**src/rtl/otter_iobus_timer.sv**
```systemverilog
// Memory-mapped countdown timer for the OTTER IO bus: CTRL/LOAD/COUNT/STATUS window,
// prescaled tick, one-shot or auto-reload expiry raising a level interrupt.
//
//   state | meaning
//   IDLE  | CTRL.EN=0; COUNT and prescaler frozen
//   RUN   | CTRL.EN=1; prescaler advancing, COUNT decrements on each tick
//   (expiry is an action taken on the tick that finds COUNT=0, not a held state)
module otter_iobus_timer #(
  parameter logic [31:0] BASE_ADDR = 32'h1100_0100,
  parameter int unsigned PRESCALE  = 50
) (
  input  logic        CLK,
  input  logic        RESET,
  input  logic [31:0] IOBUS_ADDR,
  input  logic [31:0] IOBUS_OUT,
  input  logic        IOBUS_WR,
  output logic [31:0] IOBUS_IN,
  output logic        HIT,
  output logic        INTR
);

  localparam int unsigned PW = (PRESCALE > 1) ? $clog2(PRESCALE) : 1;
  localparam logic [PW-1:0] PRESC_LAST = PW'(PRESCALE - 1);

  localparam logic [1:0] SEL_CTRL   = 2'd0;
  localparam logic [1:0] SEL_LOAD   = 2'd1;
  localparam logic [1:0] SEL_COUNT  = 2'd2;
  localparam logic [1:0] SEL_STATUS = 2'd3;

  typedef enum logic {IDLE = 1'b0, RUN = 1'b1} state_t;

  state_t        state_q, state_d;
  logic          auto_q, auto_d;
  logic          ie_q, ie_d;
  logic          pend_q, pend_d;
  logic [31:0]   load_q, load_d;
  logic [31:0]   count_q, count_d;
  logic [PW-1:0] presc_q, presc_d;

  logic [31:0] offset;
  logic [1:0]  reg_sel;
  logic        wr_hit;
  logic        tick;
  logic        expire;

  // Byte offset into the window with the sub-word address bits dropped.
  assign offset  = (IOBUS_ADDR & ~32'h3) - BASE_ADDR;
  assign HIT     = (offset < 32'd16);
  assign reg_sel = offset[3:2];
  assign wr_hit  = IOBUS_WR & HIT;

  assign tick   = (state_q == RUN) && (presc_q == PRESC_LAST);
  assign expire = tick && (count_q == 32'd0);

  assign INTR = pend_q & ie_q;

  always_comb begin
    IOBUS_IN = 32'd0;
    if (HIT && !RESET) begin
      case (reg_sel)
        SEL_CTRL:   IOBUS_IN = {29'd0, ie_q, auto_q, (state_q == RUN)};
        SEL_LOAD:   IOBUS_IN = load_q;
        SEL_COUNT:  IOBUS_IN = count_q;
        SEL_STATUS: IOBUS_IN = {31'd0, pend_q};
        default:    IOBUS_IN = 32'd0;
      endcase
    end
  end

  always_comb begin
    state_d = state_q;
    auto_d  = auto_q;
    ie_d    = ie_q;
    pend_d  = pend_q;
    load_d  = load_q;
    count_d = count_q;
    presc_d = presc_q;

    // W1C is applied before the timer so a same-edge expiry still sets PEND.
    if (wr_hit && (reg_sel == SEL_STATUS) && IOBUS_OUT[0]) begin
      pend_d = 1'b0;
    end

    if (state_q == RUN) begin
      presc_d = tick ? '0 : presc_q + PW'(1);
      if (tick) begin
        if (count_q != 32'd0) begin
          count_d = count_q - 32'd1;
        end else begin
          pend_d = 1'b1;
          if (auto_q) begin
            count_d = load_q;
          end else begin
            state_d = IDLE;
          end
        end
      end
    end

    // Bus writes come last so they override the timer's own updates.
    if (wr_hit) begin
      case (reg_sel)
        SEL_CTRL: begin
          state_d = IOBUS_OUT[0] ? RUN : IDLE;
          auto_d  = IOBUS_OUT[1];
          ie_d    = IOBUS_OUT[2];
        end
        SEL_LOAD: begin
          load_d  = IOBUS_OUT;
          count_d = IOBUS_OUT;
          presc_d = '0;
        end
        default: ;
      endcase
    end
  end

  always_ff @(posedge CLK or posedge RESET) begin
    if (RESET) begin
      state_q <= IDLE;
      auto_q  <= 1'b0;
      ie_q    <= 1'b0;
      pend_q  <= 1'b0;
      load_q  <= 32'd0;
      count_q <= 32'd0;
      presc_q <= '0;
    end else begin
      state_q <= state_d;
      auto_q  <= auto_d;
      ie_q    <= ie_d;
      pend_q  <= pend_d;
      load_q  <= load_d;
      count_q <= count_d;
      presc_q <= presc_d;
    end
  end

endmodule

```
**config.mk**
```make
export PLATFORM = sky130hd
export DESIGN_NAME = otter_iobus_timer
export DESIGN_NICKNAME = d
export VERILOG_FILES = /design/src/rtl/otter_iobus_timer.sv
export SDC_FILE = /design/constraint.sdc
export NUM_CORES = 1
export LEC_CHECK = 0
export CAP_MARGIN = 20
export CORE_MARGIN = 3
export CORE_UTILIZATION = 48
export CTS_CLUSTER_DIAMETER = 50
export DETAILED_ROUTE_END_ITERATION = 6
export DONT_BUFFER_PORTS = 1
export GPL_TIMING_DRIVEN = 0
export PLACE_DENSITY_LB_ADDON = 0.2
export SKIP_CTS_REPAIR_TIMING = 1
export SYNTH_ARGS = -nofsm -noshare
export SYNTH_HDL_FRONTEND = slang
export SYNTH_SLANG_ARGS = --single-unit
export TNS_END_PERCENT = 30
```
**constraint.sdc**
```tcl
create_clock -name CLK -period 3.1 [get_ports CLK]
set_input_delay 0 -clock CLK [delete_from_list [all_inputs] [get_ports CLK]]
set_output_delay 0 -clock CLK [all_outputs]
set_load 0.05 [all_outputs]
```
==> results of run 1 <==
worst reg2reg max path: stages, from the launching register on:
cell      delay (ns)
dfrtp_1         0.46
or4_1           0.63
nor4_2          0.34
and4_1          0.29
clkbuf_4        0.25
clkbuf_4        0.26
o21ai_0         0.14
a221oi_1        0.40
a21oi_1         0.08
cells by family (layout without fill, tap and decap cells):
family          count (synthesis)  count (layout)  share of synthesized area
simple gates                  209             209                      0.217
compound gates                184             184                      0.243
flops                          74              74                      0.382
buf+inv                        65             119                     0.0576
mux                            35              35                     0.0822
fa+ha+maj                       4               4                     0.0103
xor+xnor                        4               4                    0.00724
state kept, by name, summed over array words and instances, names as in the netlist:
signal   flops
auto_q       1
pend_q       1
ie_q         1
load_q      32
state_q      1
presc_q      6
count_q     32
power by group through the flow:
stage / clock network (mW) / logic, mW / registers (mW)
after detailed placement: 0 / 0.0802 / 0.984
after global routing: 0.985 / 0.135 / 0.964
final: 0.931 / 0.123 / 0.964
after floorplan: 0 / 0.0562 / 0.984
after CTS: 0.937 / 0.0806 / 0.964
after global placement: 0 / 0.0745 / 0.984
area by class of cell:
class                   count  area (µm²)
clock inverters             6         114
fillers                   912        4030
flip-flops and latches     74        1850
plain buffers              37         179
well taps                 133         166
repair buffers             38         393
inverters                  28         108
multi-input cells         436        2800
clock buffers              10         128
cell usage in the layout (no fill, tap or decap), types with 5 or more instances in the layout:
master         netlist  final
a21o_1              11     11
a21oi_1             38     37
a22oi_1             30     30
a31oi_1              5      5
a32oi_1              5      5
and3_1               6      6
buf_2                7      5
clkbuf_1            25     26
clkbuf_8             0      9
dfrtp_1             74     74
dlygate4sd3_1        0     35
inv_1               28     27
mux2_2              28     28
mux2i_1              6      6
nand2_1             34     34
nand3_1             13     13
nand4_1             13     13
nor2_1              71     55
nor2_2               0     16
nor3_1              22     21
nor4_1              11      9
o21ai_0             55     55
o22ai_1              6      6
o31ai_1              6      6
or3_1                6      6
or4_1                7      7
routing by layer:
layer,vias up,GRT usage,wire (µm)
li1,2230,-,-
met1,2430,0.358,6310
met2,277,0.418,7380
met3,59,0.0686,1710
met4,0,0.138,493
met5,-,0,0
through the flow:
| stage | total power, mW | std cells |
|---|---|---|
| floorplan | 1.04 | 575 |
| finish | 2.02 | 762 |
| CTS | 1.98 | 725 |
| detailed placement | 1.06 | 709 |
| global placement | 1.06 | 708 |
| global route | 2.08 | 762 |
path summary, 6_finish.rpt:
check / end / from / cells after the start
min in group asynchronous: count_q[21]$_DFF_PP0_ / RESET / 2
min: ie_q$_DFFE_PP0P_ / IOBUS_WR / 2
max in group asynchronous: count_q[14]$_DFF_PP0_ / RESET / 3
max reg2reg: count_q[20]$_DFF_PP0_ / count_q[4]$_DFF_PP0_ / 8
max: IOBUS_IN[18] / IOBUS_ADDR[18] / 9
min reg2reg: ie_q$_DFFE_PP0P_ / ie_q$_DFFE_PP0P_ / 1
==> results by group, run 1 <==
Drt
  • Initial drt markers: 514
  • Via count: 4,996
  • Post-route ant nets: 0
  • First-pass DRT Iterations: 5
  • Wirelength per Cell: 20.9 µm
  • Final WL: 15,900 µm
  • Vias per cell: 6.56
  • Number of remaining DRC errors: 0

Layout
  • Share of layout cells above drive strength 1: 0.138
  • Antenna Cells: 0
  • Area Overhead vs Synth: 18.6%
  • Final layout net count: 695
  • Final core occ: 0.588
  • Final instance area: 0.00574 mm²

STA
  • Final worst slack: -0.0708 ns
  • Slew @ Worst Pin: 0.954 ns
  • Max Freq: 0.315 GHz
  • Final Setup Violations: 14
  • Setup TNS: -0.619 ns
  • RSZ-0062 raised after global routing: true
  • Max Slew Vio Count: 0
  • Clock Skew: 0.00987 ns
  • Final Hold Vio Count: 3
  • Min cycle time layout: 3.17 ns
  • Tcrit/Tclk final: 1.02
  • Slew margin rel.: 0.362
  • Hold slack: -0.00813 ns

Yosys
  • Register bit total from synthesis: 74
  • Mapped cell area: 0.00484 mm²
  • Post-synthesis sequential area ratio: 0.382
  • Synth warnings: 0
  • Post-synth cell types: 60
  • Synth Flop Type: dfrtp_1
  • Most area-consuming cells after synthesis: dfrtp_1 (38%), mux2_2 (6.5%), o21ai_0 (5.7%)
  • Top-area cell type share of the netlist area: 0.382
  • Synth cell count leaders: dfrtp_1 (74), nor2_1 (71), o21ai_0 (55)
  • EDFF count, synth: 0
  • Synth Instances: 575
  • Count leader, synth: dfrtp_1
  • Synth area leader: dfrtp_1
  • Avg Cell Area, Syn: 8.42 µm²
  • Synth Net Count: 646
  • Asr flop ratio synth: 1.00

Global routing
  • First-pass GRT wire length: 24,100 µm
  • Antenna violations before repair: 0
  • Grt total ovfl: 0
  • Largest net degree at the start of global routing: 61
  • Gr usage total: 0.272
  • Vias in the first global route: 4,596

Pwr
  • Internal power: 1.56 mW
  • Peak supply drop: 0.000249 V
  • P_leak: 2.21 nW
  • Power per standard cell area: 352 mW/mm²
  • Register share of total power: 0.478
  • Net Sw Frac: 0.229
  • Combinational power share: 0.061
  • NetSw: 0.462 mW
  • Clock power share: 0.461

Worst setup path
  • Critical Path End Type: primary output
  • Required @ worst endpoint: 3.10 ns
  • Top Family by Delay on Critical Path: simple AND/OR/NAND/NOR gates
  • Critical Path Max Stage Delay: 0.71 ns
  • Slowest CP cell: nor2_1
  • Startpoint Class: input pin
  • Crit-path cells: or4_1, or2_1, o2111a_1, o21a_1, or4b_4, or3_1, buf_2, buf_6, nor2_1
  • Bufs and invs on worst path: 2
  • CP max FO: 10
  • R2R Setup Slk: 0.14 ns
  • CP arrival: 3.17 ns
  • Critical path type: input pin to primary output

Floorplanning
  • Die height: 106 µm
  • Die ar.: 0.0113 mm²
  • Core area: 0.00977 mm²
  • I/O pins: 101
  • Die width: 106 µm
  • Initial core utilization: 0.495
  • FP Rows: 36

CTS
  • Clock-pin slew on the worst setup and hold paths: 0.08 ns
  • Worst skew pair latency: 0.36 ns
  • CTS tree: yes
  • H-Tree Depth: 3
  • Clock root buffer: clkbuf_8
  • CTS Sinks: 74
  • Total CTS buffers: 9
  • Clk buf depth: 2

Place
  • Area after DPL: 0.00504 mm²
  • Global placer's final weighted congestion: 0.916
  • Port bufs: 0
  • DP HPWL: 10,900 µm
  • Pre-CTS setup slack: -0.332 ns

Hold path
  • HP Class: input pin to flop

Status
  • Status: finished, violations left
  • Failing checks: negative hold slack, negative setup slack

Flow run
  • Max_cap viols: 0
Note: power is estimated with default switching activity, not from simulation.
==> inputs of run 2 (changes only) <==
- CELL_PAD_IN_SITES_DETAIL_PLACEMENT: default -> 1
- CELL_PAD_IN_SITES_GLOBAL_PLACEMENT: default -> 2
- CORE_UTILIZATION: 48 -> 38
==> results by group, run 2 (synthesis gave the netlist of run 1 again) <==
Status
  • Status: finished, violations left
  • Failing checks: negative setup slack

STA
  • Final Hold Vio Count: 0 (-3)
  • Hold slack: 0.000595 ns (+0.00872 ns)
  • Min cycle time layout: 3.14 ns (-0.0307 ns)
  • Slew @ Worst Pin: 0.962 ns (+0.00771 ns)
  • Final Setup Violations: 9 (-5)
  • Tcrit/Tclk final: 1.01 (-0.00990)
  • Clock Skew: 0.00723 ns (-0.00264 ns)
  • Final worst slack: -0.0401 ns (+0.0307 ns)
  • Slew margin rel.: 0.356 (-0.00516)
  • Max Freq: 0.318 GHz (+0.98%)
  • RSZ-0062 raised after global routing: true
  • Setup TNS: -0.255 ns (+0.363 ns)
  • Max Slew Vio Count: 0 (unchanged)

Place
  • DP HPWL: 12,700 µm (+17%)
  • Global placer's final weighted congestion: 0.861 (-6.0%)
  • Port bufs: 0 (unchanged)
  • Pre-CTS setup slack: -0.530 ns (-0.198 ns)

Global routing
  • Largest net degree at the start of global routing: 49 (-20%)
  • Grt total ovfl: 0 (unchanged)
  • Vias in the first global route: 5,110 (+11%)
  • Antenna violations before repair: 0 (unchanged)
  • Gr usage total: 0.250 (-0.0226)
  • First-pass GRT wire length: 27,900 µm (+16%)

Worst setup path
  • Worst Setup EP: IOBUS_IN[19]
  • Required @ worst endpoint: 3.10 ns (about the same)
  • R2R Path End: count_q[19]$_DFF_PP0_
  • Worst r2r src: count_q[27]$_DFF_PP0_
  • Critical Path Max Stage Delay: 0.70 ns (about the same)
  • CP arrival: 3.14 ns (-0.03 ns)
  • Worst setup path startpoint: IOBUS_ADDR[18]
  • Critical Path End Type: primary output
  • Critical path type: input pin to primary output
  • R2R Setup Slk: 0.22 ns (+0.08 ns)
  • Crit-path cells: or4_1, or2_1, o2111a_1, o21a_1, or4b_4, or3_1, buf_2, buf_6, nor2_1
  • Slowest CP cell: nor2_1
  • CP max FO: 10 (unchanged)
  • Startpoint Class: input pin
  • R2r worst-path depth: 9 (+1)

Flow run
  • Max_cap viols: 0 (unchanged)

CTS
  • Clk buf depth: 2 (unchanged)
  • H-Tree Depth: 3 (unchanged)
  • Clock root buffer: clkbuf_16
  • CTS tree: yes
  • Worst skew pair latency: 0.34 ns (-0.02 ns)
  • CTS Sinks: 74 (unchanged)
  • Clock-pin slew on the worst setup and hold paths: 0.05 ns (-0.03 ns)
  • Total CTS buffers: 9 (unchanged)

Drt
  • Initial drt markers: 303 (-41%)
  • Via count: 4,860 (-2.7%)
  • Final WL: 17,700 µm (+11%)
  • Number of remaining DRC errors: 0 (unchanged)
  • First-pass DRT Iterations: 4 (-1)
  • Wirelength per Cell: 22.1 µm (+5.8%)
  • Vias per cell: 6.08 (-7.3%)
  • Post-route ant nets: 0 (unchanged)

Layout
  • Most common cell after layout, fill and taps aside: dfrtp_1
  • Most frequent cells in the layout: dfrtp_1 (74), o21ai_0 (55), nor2_1 (50)
  • Final layout net count: 698 (+0.43%)
  • Fill cells: 1,450 (+59%)
  • Area Overhead vs Synth: 21.4%
  • Top flop regs: count_q: 32 flops, load_q: 32 flops, presc_q: 6 flops
  • Share of layout cells above drive strength 1: 0.152 (+0.0136)
  • Antenna Cells: 0 (unchanged)

Hold path
  • HP Class: input pin to flop

Floorplanning
  • FP Rows: 40 (+11%)
  • I/O pins: 101 (unchanged)
  • Die height: 119 µm (+12%)
  • Die width: 119 µm (+12%)
  • Core area: 0.0122 mm² (+25%)
  • Die ar.: 0.0141 mm² (+25%)
  • Initial core utilization: 0.397 (-0.0989)

Pwr
  • Power per standard cell area: 356 mW/mm² (+1.2%)
  • Power Total: 2.09 mW (+3.5%)
  • Peak supply drop: 0.000167 V (-33%)
  • P_leak: 2.26 nW (+2.4%)
[run 2: where the power goes]
part	switching, mW	internal (mW)	total, mW
logic	0.0710	0.0549	0.126
clock network	0.417	0.581	0.998
registers	0.0000437	0.966	0.966
total	0.489	1.60	2.09
[run 2: critical path, delay by kind of cell]
kind	cells	cell delay (ns)
buffers and inverters	2	0.34
AND/OR/NAND/NOR	5	2.31
AO/OA/AOI/OAI	2	0.48
[run 2: through the flow]
step / util / cell area (µm²) / instances
5_1_grt: 0.481 / 5880 / 800
2_1_floorplan: - / 4840 / 575
3_5_place_dp: 0.416 / 5080 / 744
6_report: 0.481 / 5880 / 800
3_3_place_gp: 0.414 / 5050 / 743
4_1_cts: 0.439 / 5360 / 760
[run 2: worst min path at each step]
stage                   from                     end  slack [ns]  cells after the start
2_1_floorplan  IOBUS_OUT[11]   count_q[11]$_DFF_PP0_        0.12                      1
3_3_place_gp   IOBUS_OUT[11]   count_q[11]$_DFF_PP0_        0.12                      1
3_5_place_dp           RESET    presc_q[1]$_DFF_PP0_       -0.11                      1
4_1_cts                RESET  load_q[27]$_DFFE_PP0P_       -0.48                      1
5_1_grt             IOBUS_WR        ie_q$_DFFE_PP0P_       0.003                      2
6_report            IOBUS_WR       state_q$_DFF_PP0_      0.0006                      2
[run 2: metal layers]
layer | wire, µm | vias to the layer above | share of wire | GRT usage
met1 | 8000 | 2478 | 0.45 | 0.323
met5 | 0 | - | 0 | 0
met3 | 743 | 18 | 0.042 | 0.0470
met4 | 251 | 0 | 0.014 | 0.0862
met2 | 8660 | 111 | 0.49 | 0.420
li1 | - | 2253 | - | -
[run 2: final cells by class]
| type | instances | area, µm² | area share |
|---|---|---|---|
| buffer | 37 | 179 | 0.0304 |
| clock buffer | 11 | 253 | 0.0430 |
| clock inverter | 5 | 28.8 | 0.00490 |
| inverter | 28 | 108 | 0.0183 |
| multi-input combinational | 436 | 2830 | 0.482 |
| sequential | 74 | 1850 | 0.315 |
| tap | 168 | 210 | 0.0358 |
| timing repair buffer | 41 | 415 | 0.0707 |
==> inputs of run 3 (changes only) <==
- PLACE_DENSITY: default -> 0.87
- PLACE_DENSITY_LB_ADDON: 0.2 -> default
==> results by group, run 3 (synthesis gave the netlist of run 1 again) <==
Status
  • Status: finished, violations left
  • Failing checks: negative hold slack, negative setup slack

Layout
  • Final core occ: 0.488 (+0.00656)
  • Antenna Cells: 0 (unchanged)
  • Top flop regs: count_q: 32 flops, load_q: 32 flops, presc_q: 6 flops
  • Multi-input logic area: 0.00286 mm² (+0.79%)
  • Area Overhead vs Synth: 23.0%
  • Most frequent cells in the layout: dfrtp_1 (74), o21ai_0 (55), nor2_1 (50)
  • Non-Filler Instances: 797 (-0.38%)
  • Share of layout cells above drive strength 1: 0.153 (+0.000724)
  • Final layout net count: 695 (-0.43%)
  • Most common cell after layout, fill and taps aside: dfrtp_1
  • Fill cells: 1,484 (+2.3%)
  • Register Area: 0.00185 mm² (unchanged)

Drt
  • Post-route ant nets: 0 (unchanged)
  • Number of remaining DRC errors: 0 (unchanged)
  • Via count: 4,968 (+2.2%)
  • Wirelength per Cell: 22.7 µm (+2.8%)
  • Vias per cell: 6.23 (+2.6%)
  • Final WL: 18,100 µm (+2.4%)
  • First-pass DRT Iterations: 5 (+1)
  • Initial drt markers: 342 (+13%)

Pwr
  • NetSw: 0.503 mW (+3.0%)
  • Register share of total power: 0.400 (-0.062)
  • Power Total: 2.41 mW (+15%)
  • Power per standard cell area: 405 mW/mm² (+14%)
  • Clock power share: 0.548 (+0.070)
  • P_leak: 2.29 nW (+1.6%)
  • Net Sw Frac: 0.209 (-0.0251)
  • Internal power: 1.91 mW (+19%)
  • Combinational power share: 0.052 (-0.008)
  • Peak supply drop: 0.000225 V (+35%)

STA
  • Min cycle time layout: 3.15 ns (+0.0129 ns)
  • Slew margin rel.: 0.353 (-0.00387)
  • Final worst slack: -0.0530 ns (-0.0129 ns)
  • Hold slack: -0.00953 ns (-0.0101 ns)
  • Final Setup Violations: 9 (unchanged)
  • Slew @ Worst Pin: 0.968 ns (+0.00578 ns)
  • RSZ-0062 raised after global routing: true
  • Tcrit/Tclk final: 1.02 (+0.00416)
  • Final Hold Vio Count: 2 (+2)
  • Max Slew Vio Count: 0 (unchanged)
  • Max Freq: 0.317 GHz (-0.41%)
  • Clock Skew: 0.00793 ns (+0.000693 ns)

Global routing
  • First-pass GRT wire length: 28,200 µm (+1.2%)
  • Grt total ovfl: 0 (unchanged)
  • Gr usage total: 0.254 (+0.00433)
  • Largest net degree at the start of global routing: 40 (-18%)
  • Vias in the first global route: 5,155 (+0.88%)
  • Antenna violations before repair: 0 (unchanged)

Worst setup path
  • Worst setup path startpoint: IOBUS_ADDR[18]
  • CP max FO: 10 (unchanged)
  • R2R Path End: count_q[24]$_DFF_PP0_
  • Startpoint Class: input pin
  • CP arrival: 3.15 ns (about the same)
  • Worst Setup EP: IOBUS_IN[2]
  • Required @ worst endpoint: 3.10 ns (about the same)
  • Critical path type: input pin to primary output
  • R2r worst-path depth: 9 (unchanged)
  • Critical Path End Type: primary output
  • R2R Setup Slk: 0.11 ns (-0.11 ns)
  • Worst r2r src: count_q[4]$_DFF_PP0_

Place
  • # placed instances: 744 (unchanged)
  • DP HPWL: 12,600 µm (-0.80%)
  • Port bufs: 0 (unchanged)
  • Global placer's final weighted congestion: 0.840 (-2.5%)
  • Pre-CTS setup slack: -0.491 ns (+0.0390 ns)

CTS
  • Worst skew pair latency: 0.35 ns (about the same)
  • CTS Sinks: 74 (unchanged)
  • H-Tree Depth: 3 (unchanged)
  • Clock-pin slew on the worst setup and hold paths: 0.06 ns (about the same)
  • Total CTS buffers: 9 (unchanged)
  • Clk buf depth: 2 (unchanged)
  • CTS tree: yes
  • Clock root buffer: clkbuf_16

Floorplanning
  • I/O pins: 101 (unchanged)
  • Initial core utilization: 0.397 (unchanged)
  • Die ar.: 0.0141 mm² (unchanged)
  • Die width: 119 µm (unchanged)
  • Die height: 119 µm (unchanged)
  • FP Rows: 40 (unchanged)
  • Core area: 0.0122 mm² (unchanged)

Flow run
  • Max_cap viols: 0 (unchanged)

Hold path
  • HP Class: input pin to flop
## run 3: changes by cell type in the layout (fill, tap and decap cells not counted)
cell / change
bufinv_16: +4
buf_4: -3
clkinv_2: -3
buf_12: +1
buf_16: -1
clkbuf_2: +1
clkbuf_8: -1
clkinv_4: -1
nor4_1: -1
nor4_4: +1
o21ai_1: -1
o21ai_2: +1
or4_1: -1
or4_4: +1
## run 3: worst min-delay path by stage
stage / startpoint / to / cells after the start
floorplan: IOBUS_OUT[11] / count_q[11]$_DFF_PP0_ / 1
global placement: IOBUS_OUT[25] / count_q[25]$_DFF_PP0_ / 1
detailed placement: RESET / load_q[2]$_DFFE_PP0P_ / 1
CTS: RESET / presc_q[1]$_DFF_PP0_ / 1
global route: IOBUS_WR / ie_q$_DFFE_PP0P_ / 2
finish: IOBUS_WR / ie_q$_DFFE_PP0P_ / 2
## run 3: cell type report
class | instances | share of cell area
well taps | 168 | 0.0353
inverters | 28 | 0.0181
clock inverters | 5 | 0.0210
repair buffers | 38 | 0.0647
clock buffers | 11 | 0.0407
multi-input cells | 436 | 0.479
flip-flops and latches | 74 | 0.311
plain buffers | 37 | 0.0302
## run 3: layer usage
| layer | global-route usage | wire (µm) | up-vias | share of wire |
|---|---|---|---|---|
| li1 | - | - | 2239 | - |
| met1 | 0.330 | 7990 | 2529 | 0.44 |
| met2 | 0.413 | 8630 | 172 | 0.48 |
| met3 | 0.0689 | 1150 | 28 | 0.064 |
| met4 | 0.0818 | 316 | 0 | 0.017 |
| met5 | 0 | 0 | - | 0 |
## run 3: critical path: stages
cell	delay, ns
or4_1	0.53
or2_1	0.27
o2111a_1	0.27
o21a_1	0.22
or4b_4	0.49
or3_1	0.32
buf_2	0.17
buf_6	0.16
nor2_1	0.72
## run 3: metrics by stage
| stage | instance area (µm²) | setup TNS [ns] |
|---|---|---|
| 6_report | 5960 | -0.342 |
| 5_1_grt | 5960 | -1.26 |
| 4_1_cts | 5440 | -12.50 |
| 3_5_place_dp | 5070 | -12.27 |
| 3_3_place_gp | 5050 | -9.34 |
| 2_1_floorplan | 4840 | 0 |
## run 3: power by group through the flow
stage | Combinational (mW) | Clock [mW] | Sequential (mW)
after floorplan | 0.0562 | 0 | 0.984
after global placement | 0.0768 | 0 | 0.984
after detailed placement | 0.0823 | 0 | 0.984
after CTS | 0.0827 | 1.33 | 0.966
after global routing | 0.136 | 1.39 | 0.965
final | 0.124 | 1.32 | 0.966
